--- src/rtl/montgomery_digit_serial.sv ---
// Digit-serial Montgomery reduction: result = x * 2^-DATA_W mod m, one DIGIT_W-bit digit retired per cycle.
// Define MONT_OPERAND_CHECK_EN to flag even moduli and out-of-range x at accept time.
module montgomery_digit_serial #(
  parameter int unsigned DATA_W  = 64,
  parameter int unsigned DIGIT_W = 4
) (
  input  logic                  clk_i,
  input  logic                  rst_ni,
  input  logic                  in_valid_i,
  output logic                  in_ready_o,
  input  logic [2*DATA_W-1:0]   x_i,
  input  logic [DATA_W-1:0]     m_i,
  input  logic [DIGIT_W-1:0]    minv_i,
  output logic                  out_valid_o,
  input  logic                  out_ready_i,
  output logic [DATA_W-1:0]     result_o,
  output logic                  err_o
);

  // N iterations; R = 2^DATA_W is never materialised, it is the total shift over N iterations.
  localparam int unsigned N     = DATA_W / DIGIT_W;
  localparam int unsigned T_W   = 2 * DATA_W + 1;
  localparam int unsigned SUM_W = 2 * DATA_W + DIGIT_W + 1;
  localparam int unsigned QM_W  = DATA_W + DIGIT_W;
  localparam int unsigned CNT_W = $clog2(N + 1);

  if (DATA_W % DIGIT_W != 0) begin : g_bad_digit
    $error("montgomery_digit_serial: DATA_W must be a multiple of DIGIT_W");
  end

  typedef enum logic [1:0] {IDLE, ITER, FINAL, DONE} state_e;

  state_e              state_q, state_d;
  logic [T_W-1:0]      t_q, t_d;
  logic [DATA_W-1:0]   m_q, m_d;
  logic [DIGIT_W-1:0]  minv_q, minv_d;
  logic [CNT_W-1:0]    cnt_q, cnt_d;
  logic [DATA_W-1:0]   result_q, result_d;
  logic [DIGIT_W-1:0]  q;
  logic [QM_W-1:0]     qm;
  logic                accept;
  logic                last_iter;
  logic                operand_err;

  assign accept    = in_valid_i && in_ready_o;
  assign last_iter = (cnt_q == CNT_W'(N - 1));

`ifdef MONT_OPERAND_CHECK_EN
  logic err_q, err_d;
  // x >= m*R is equivalent to the upper half of x being >= m.
  assign operand_err = !m_i[0] || (x_i[2*DATA_W-1:DATA_W] >= m_i);
  assign err_o       = err_q;
`else
  assign operand_err = 1'b0;
  assign err_o       = 1'b0;
`endif

  // State register and datapath registers.
  // NOTE: sequential state uses non-blocking assignments so every flop samples pre-edge values.
  always_ff @(posedge clk_i) begin
    if (!rst_ni) begin
      state_q  <= IDLE;
      t_q      <= '0;
      m_q      <= '0;
      minv_q   <= '0;
      cnt_q    <= '0;
      result_q <= '0;
`ifdef MONT_OPERAND_CHECK_EN
      err_q    <= 1'b0;
`endif
    end else begin
      state_q  <= state_d;
      t_q      <= t_d;
      m_q      <= m_d;
      minv_q   <= minv_d;
      cnt_q    <= cnt_d;
      result_q <= result_d;
`ifdef MONT_OPERAND_CHECK_EN
      err_q    <= err_d;
`endif
    end
  end

  // Next-state logic.
  always_comb begin
    state_d = state_q;
    unique case (state_q)
      IDLE:  if (accept) state_d = operand_err ? DONE : ITER;
      ITER:  if (last_iter) state_d = FINAL;
      FINAL: state_d = DONE;
      DONE:  if (out_ready_i) state_d = IDLE;
      default: state_d = IDLE;
    endcase
  end

  // Datapath next values.
  // NOTE: every always_comb output gets a default first so no path can infer a latch.
  always_comb begin
    t_d      = t_q;
    m_d      = m_q;
    minv_d   = minv_q;
    cnt_d    = cnt_q;
    result_d = result_q;
`ifdef MONT_OPERAND_CHECK_EN
    err_d    = err_q;
`endif
    q  = t_q[DIGIT_W-1:0] * minv_q;
    qm = QM_W'(q) * QM_W'(m_q);
    unique case (state_q)
      IDLE: begin
        if (accept) begin
          t_d      = {1'b0, x_i};
          m_d      = m_i;
          minv_d   = minv_i;
          cnt_d    = '0;
          result_d = '0;
`ifdef MONT_OPERAND_CHECK_EN
          err_d    = operand_err;
`endif
        end
      end
      ITER: begin
        // Full-width sum before the shift; the low digit is zero by choice of q.
        t_d   = T_W'((SUM_W'(t_q) + SUM_W'(qm)) >> DIGIT_W);
        cnt_d = cnt_q + CNT_W'(1);
      end
      FINAL: begin
        result_d = (t_q >= T_W'(m_q)) ? DATA_W'(t_q - T_W'(m_q)) : t_q[DATA_W-1:0];
      end
      DONE: begin
        if (out_ready_i) begin
          result_d = '0;
`ifdef MONT_OPERAND_CHECK_EN
          err_d    = 1'b0;
`endif
        end
      end
      default: ;
    endcase
  end

  // Output logic; result_q is only non-zero while in DONE.
  always_comb begin
    in_ready_o  = (state_q == IDLE);
    out_valid_o = (state_q == DONE);
  end

  assign result_o = result_q;

endmodule

--- config.mk ---
export PLATFORM = sky130hd
export DESIGN_NAME = montgomery_digit_serial
export DESIGN_NICKNAME = d
export VERILOG_FILES = /design/src/rtl/montgomery_digit_serial.sv
export SDC_FILE = /design/constraint.sdc
export NUM_CORES = 2
export LEC_CHECK = 0
export CAP_MARGIN = 10
export CORE_AREA = 2 2 296 269
export DETAILED_ROUTE_END_ITERATION = 10
export DIE_AREA = 0 0 298 271
export MAX_ROUTING_LAYER = met4
export SKIP_CTS_REPAIR_TIMING = 1
export SYNTH_ARGS = -nofsm -noshare
export SYNTH_HDL_FRONTEND = slang
export SYNTH_SLANG_ARGS = --single-unit
export TNS_END_PERCENT = 30
--- constraint.sdc ---
create_clock -name clk_i -period 9.96 [get_ports clk_i]
set_input_delay 1.992 -clock clk_i [delete_from_list [all_inputs] [get_ports clk_i]]
set_output_delay 1.992 -clock clk_i [all_outputs]
set_load 0.01 [all_outputs]
==> results.txt <==
The flow ran to the end, and the final reports show no timing, DRC or antenna violations. The worst setup path is of the reg -> reg kind. The remaining antenna violation count is 0, and the pin count of the biggest net entering global routing is 81. The cell that appears most often on the critical path is ha_1.

The tools report the root buffer cell as clkbuf_16. The run gives 64.2% as the proportion of power drawn by combinational gates. The kind of launch point of the worst setup path is a flip-flop. Overall global routing resource usage: 25.7%. Synthesis inferred 267 register bits. The share of the Yosys chip area taken by registers is 19.8%.

In this run the critical register-to-register path is launched from t_q[1]. The filler cells instantiated in the layout total 8076. The die boundary height was 271 µm.

The nature of the critical path endpoint is a flip-flop. Final hold analysis gives a worst-case slack of 0.452 ns. The area of the mapped netlist came out at 27000 µm².

Static timing analysis puts the maximum clock frequency at 0.121 GHz. For this block, the via count after detailed routing is 25800. The tools report the register-to-register setup slack as 1.70 ns.

The worst register-to-register path ends at t_q[118]. The tools report the standard cell core area as 77400 µm². The final clock skew was 0.0190 ns. Counting along the longest clock path gives a buffer depth of 3.

The post-synthesis net count was 4052. The leakage power figure is 13.6 nW. The number of cells on the worst hold path is 2, and the number of sinks on the clock net is 267. For the worst endpoint data arrival time, the log shows 8.76 ns.

The first-iteration detailed-routing DRC count was 2237; the power per cell area was 288 nW/µm². The routed design has 103000 µm of wire. Net switching is 52.8% of the power. TritonCTS created 36 clock buffers. The net count of the finished layout is 4168. The clock-pin slew of the registers on the worst-case setup and hold paths came out at 0.06 ns. Setup repair after global routing left no endpoint under its margin. The first global-routing pass estimated 157000 µm of wire.

The minimum period implied by the final worst setup slack was 8.26 ns. The share of final-layout standard cells stronger than drive strength 1 works out to 4.25%. The distinct cell type count after synthesis is 83. Kind of cell with the highest combined delay on the critical path: simple AND/OR/NAND/NOR gates.

The number of buffers and inverters on the critical path is 3. The worst hold path belongs to the class reg -> reg. In this run, placement finished with an instance count of 4630. The die covers 80800 µm².

Initial antenna violation count: 9. The mean cell area of the mapped netlist is 7.68 µm². For this run, design rule violations remaining after detail routing come to 0. In the final timing run, aggregate negative setup slack is 0 ns. The total count of max-transition violations in the final report is 0.

TritonCTS built the clock tree. Hold path endpoint: result_o[36]. Per report_power, the clock group accounts for 15.1% of the total. At the worst endpoint, the required time is 10.46 ns. The area growth from synthesis to layout is 17.1%. The initial utilization of the core area, before any placement, comes to 34.8%. The number of input and output port buffers inserted is 265, and the final core utilization is 40.8%. In this run, synthesis inferred 0 flip-flops with an integrated enable.

Routability-driven placement finished with a final weighted congestion of 0.956. The run gives 0 as the count of synthesis-stage warnings from yosys. The worst slew slack as a fraction of its limit came out at 28.4%. The clock tree synthesis step divided the H-tree into 2 levels.

The worst-path maximum fanout is 64, and the highest cell delay on the worst timing path is 0.65 ns. Counting cells, the worst reg-to-reg path comes to 26. The width of the die works out to 298 µm. The tools report the switching power as 4.80 mW. The worst min-delay path startpoint is result_o[36]. The mean routed wirelength per cell was 21.9 µm; the count of TritonRoute iterations in the first routing pass was 5. The logs give 24800 for the via count of the first global-routing pass and 97 for the number of rows in the core area.

The worst-case IR drop observed on VDD is 193 µV. The post-detailed-placement half-perimeter wirelength is 80200 µm. Fraction of registers with async set or reset after synthesis: 0%. Synthesis handed over a netlist of 3513 instances.

For this run, the leading register cell type out of synthesis is dfxtp_1. The tool flagged a number of max-cap violations equal to 0. For this run, the number of standard cells in the final layout without fillers is 4699. The final hold violation count is 0, and the fraction of the cycle the final worst path needs is 82.9%.

Using the TritonRoute via totals, the vias-per-cell ratio works out to 5.50. For the remaining global-route overflow, the log shows 0. The proportion of power drawn by flip-flops and latches was 20.6%. For the cell-internal power, the log shows 4.29 mW. On the critical path, the stage with the largest delay is an instance of or4_1. The slew at the pin with the worst max-slew slack works out to 1.07 ns. After layout, the design draws a total of 9.09 mW.

For the worst-skew pair, the clock arrives at the later sink with an insertion delay of 0.57 ns. Pin placement for this block handled 267 I/O pins. The tools report the count of final setup violators as 0.
-- cell usage after synthesis (all sizes together) (7+ instances only) --
master	instances	area, µm²
nor4	28	188
o21bai	21	158
nor2	203	762
clkbuf	194	728
o21ai	187	936
xnor2	114	998
or3	12	75.1
a21oi	348	1750
xor2	62	543
nor2b	13	81.3
o21a	21	158
a31oi	16	100
mux2i	48	480
a221oi	28	258
or2	8	50.1
a21o	79	593
or4	7	67.6
a21boi	12	90.1
dfxtp	267	5350
inv	362	1360
nand2b	14	87.6
buf	23	141
and3	130	813
ha	150	1880
o211ai	20	150
nand3	58	308
nor3	51	295
nand4	71	489
o31ai	15	113
a22oi	19	143
fa	189	3780
a211oi	51	383
a31o	11	96.4
and2	209	1310
nand2	367	1390
o22ai	30	188
-- worst max-delay path by stage --
stage                 from  endpoint  slack [ns]  cells past startpoint
detailed placement  t_q[1]  t_q[118]        1.79                     26
floorplan           t_q[0]   t_q[79]        2.53                     30
CTS                 t_q[0]  t_q[118]        1.75                     26
global placement    t_q[0]  t_q[118]        1.84                     26
global route        t_q[1]  t_q[118]        1.31                     26
finish              t_q[1]  t_q[118]        1.70                     26
-- cell families (layout without fill, tap and decap cells) --
family	count (synthesis)	in the layout	synth area share [%]
simple gates	1184	1184	22.4
compound gates	917	917	21.0
buf+inv	581	718	8.29
fa+ha+maj	339	339	21.0
flops	267	267	19.8
xor+xnor	176	176	5.72
mux	48	48	1.78
other cells	1	11	0.0139
-- sequential cells by signal, indices dropped and copies added (netlist names) --
name / flops
result_o: 64
m_q: 64
state_q: 2
minv_q: 4
cnt_q: 5
t_q: 128
-- per-stage QoR --
stage | cell area, µm² | worst slack (ns)
2_1_floorplan | 27000 | 2.53
3_3_place_gp | 30300 | 1.84
3_5_place_dp | 30300 | 1.79
4_1_cts | 31500 | 1.75
5_1_grt | 31600 | 1.31
6_report | 31600 | 1.70
-- layout make-up --
type                       instances  area (µm²)  share of cell area [%]
antenna                           10        25.0                  0.0793
clock buffer                      44        1000                    3.18
clock inverter                    15         193                   0.610
inverter                         364        1370                    4.34
multi-input combinational       2665       19500                    61.6
sequential                       267        5350                    16.9
tap                             1039        1300                    4.12
timing repair buffer             295        2870                    9.10
-- tightest hold or removal path, stage by stage (launching register included) --
cell     delay (ns)
dfxtp_1        0.32
nand2_1        0.05
o21ai_0        0.05
-- placed cells by master, fill, tap and decap left out, types with 9 or more instances in the layout --
cell type / synthesis / layout
a211oi_1: 51 / 51
a21boi_0: 11 / 11
a21o_1: 79 / 79
a21oi_1: 347 / 347
a221oi_1: 26 / 26
a22oi_1: 19 / 19
a31o_2: 9 / 9
a31oi_1: 16 / 16
and2_1: 208 / 207
and3_1: 130 / 130
buf_4: 11 / 30
clkbuf_16: 0 / 37
clkdlybuf4s50_1: 0 / 264
dfxtp_1: 267 / 267
diode_2: 0 / 10
fa_1: 189 / 189
ha_1: 150 / 149
inv_1: 362 / 362
mux2i_1: 48 / 48
nand2_1: 362 / 360
nand2b_1: 14 / 14
nand3_1: 56 / 56
nand4_1: 68 / 68
nor2_1: 203 / 201
nor2b_1: 13 / 13
nor3_1: 43 / 43
nor4_1: 26 / 26
o211ai_1: 20 / 20
o21a_1: 21 / 21
o21ai_0: 184 / 183
o21bai_1: 21 / 21
o22ai_1: 30 / 30
o31ai_1: 15 / 14
or3_1: 12 / 12
xnor2_1: 114 / 113
xor2_1: 62 / 62
-- routing by layer --
layer	routed length [µm]	GRT usage, %	up-vias
met1	48600	37.3	12500
li1	-	-	12200
met2	43600	37.0	970
met3	8760	4.93	120
met4	2010	5.04	0
met5	0	-	-
-- power by group through the flow --
stage / Combinational, mW / Clock, mW / Sequential, mW
global route: 6.39 / 1.44 / 1.91
detailed placement: 5.75 / 0 / 1.88
finish: 5.84 / 1.38 / 1.88
floorplan: 4.02 / 0 / 1.64
global placement: 5.78 / 0 / 1.88
CTS: 5.78 / 1.39 / 1.86
(Power assumes the default switching activity.)
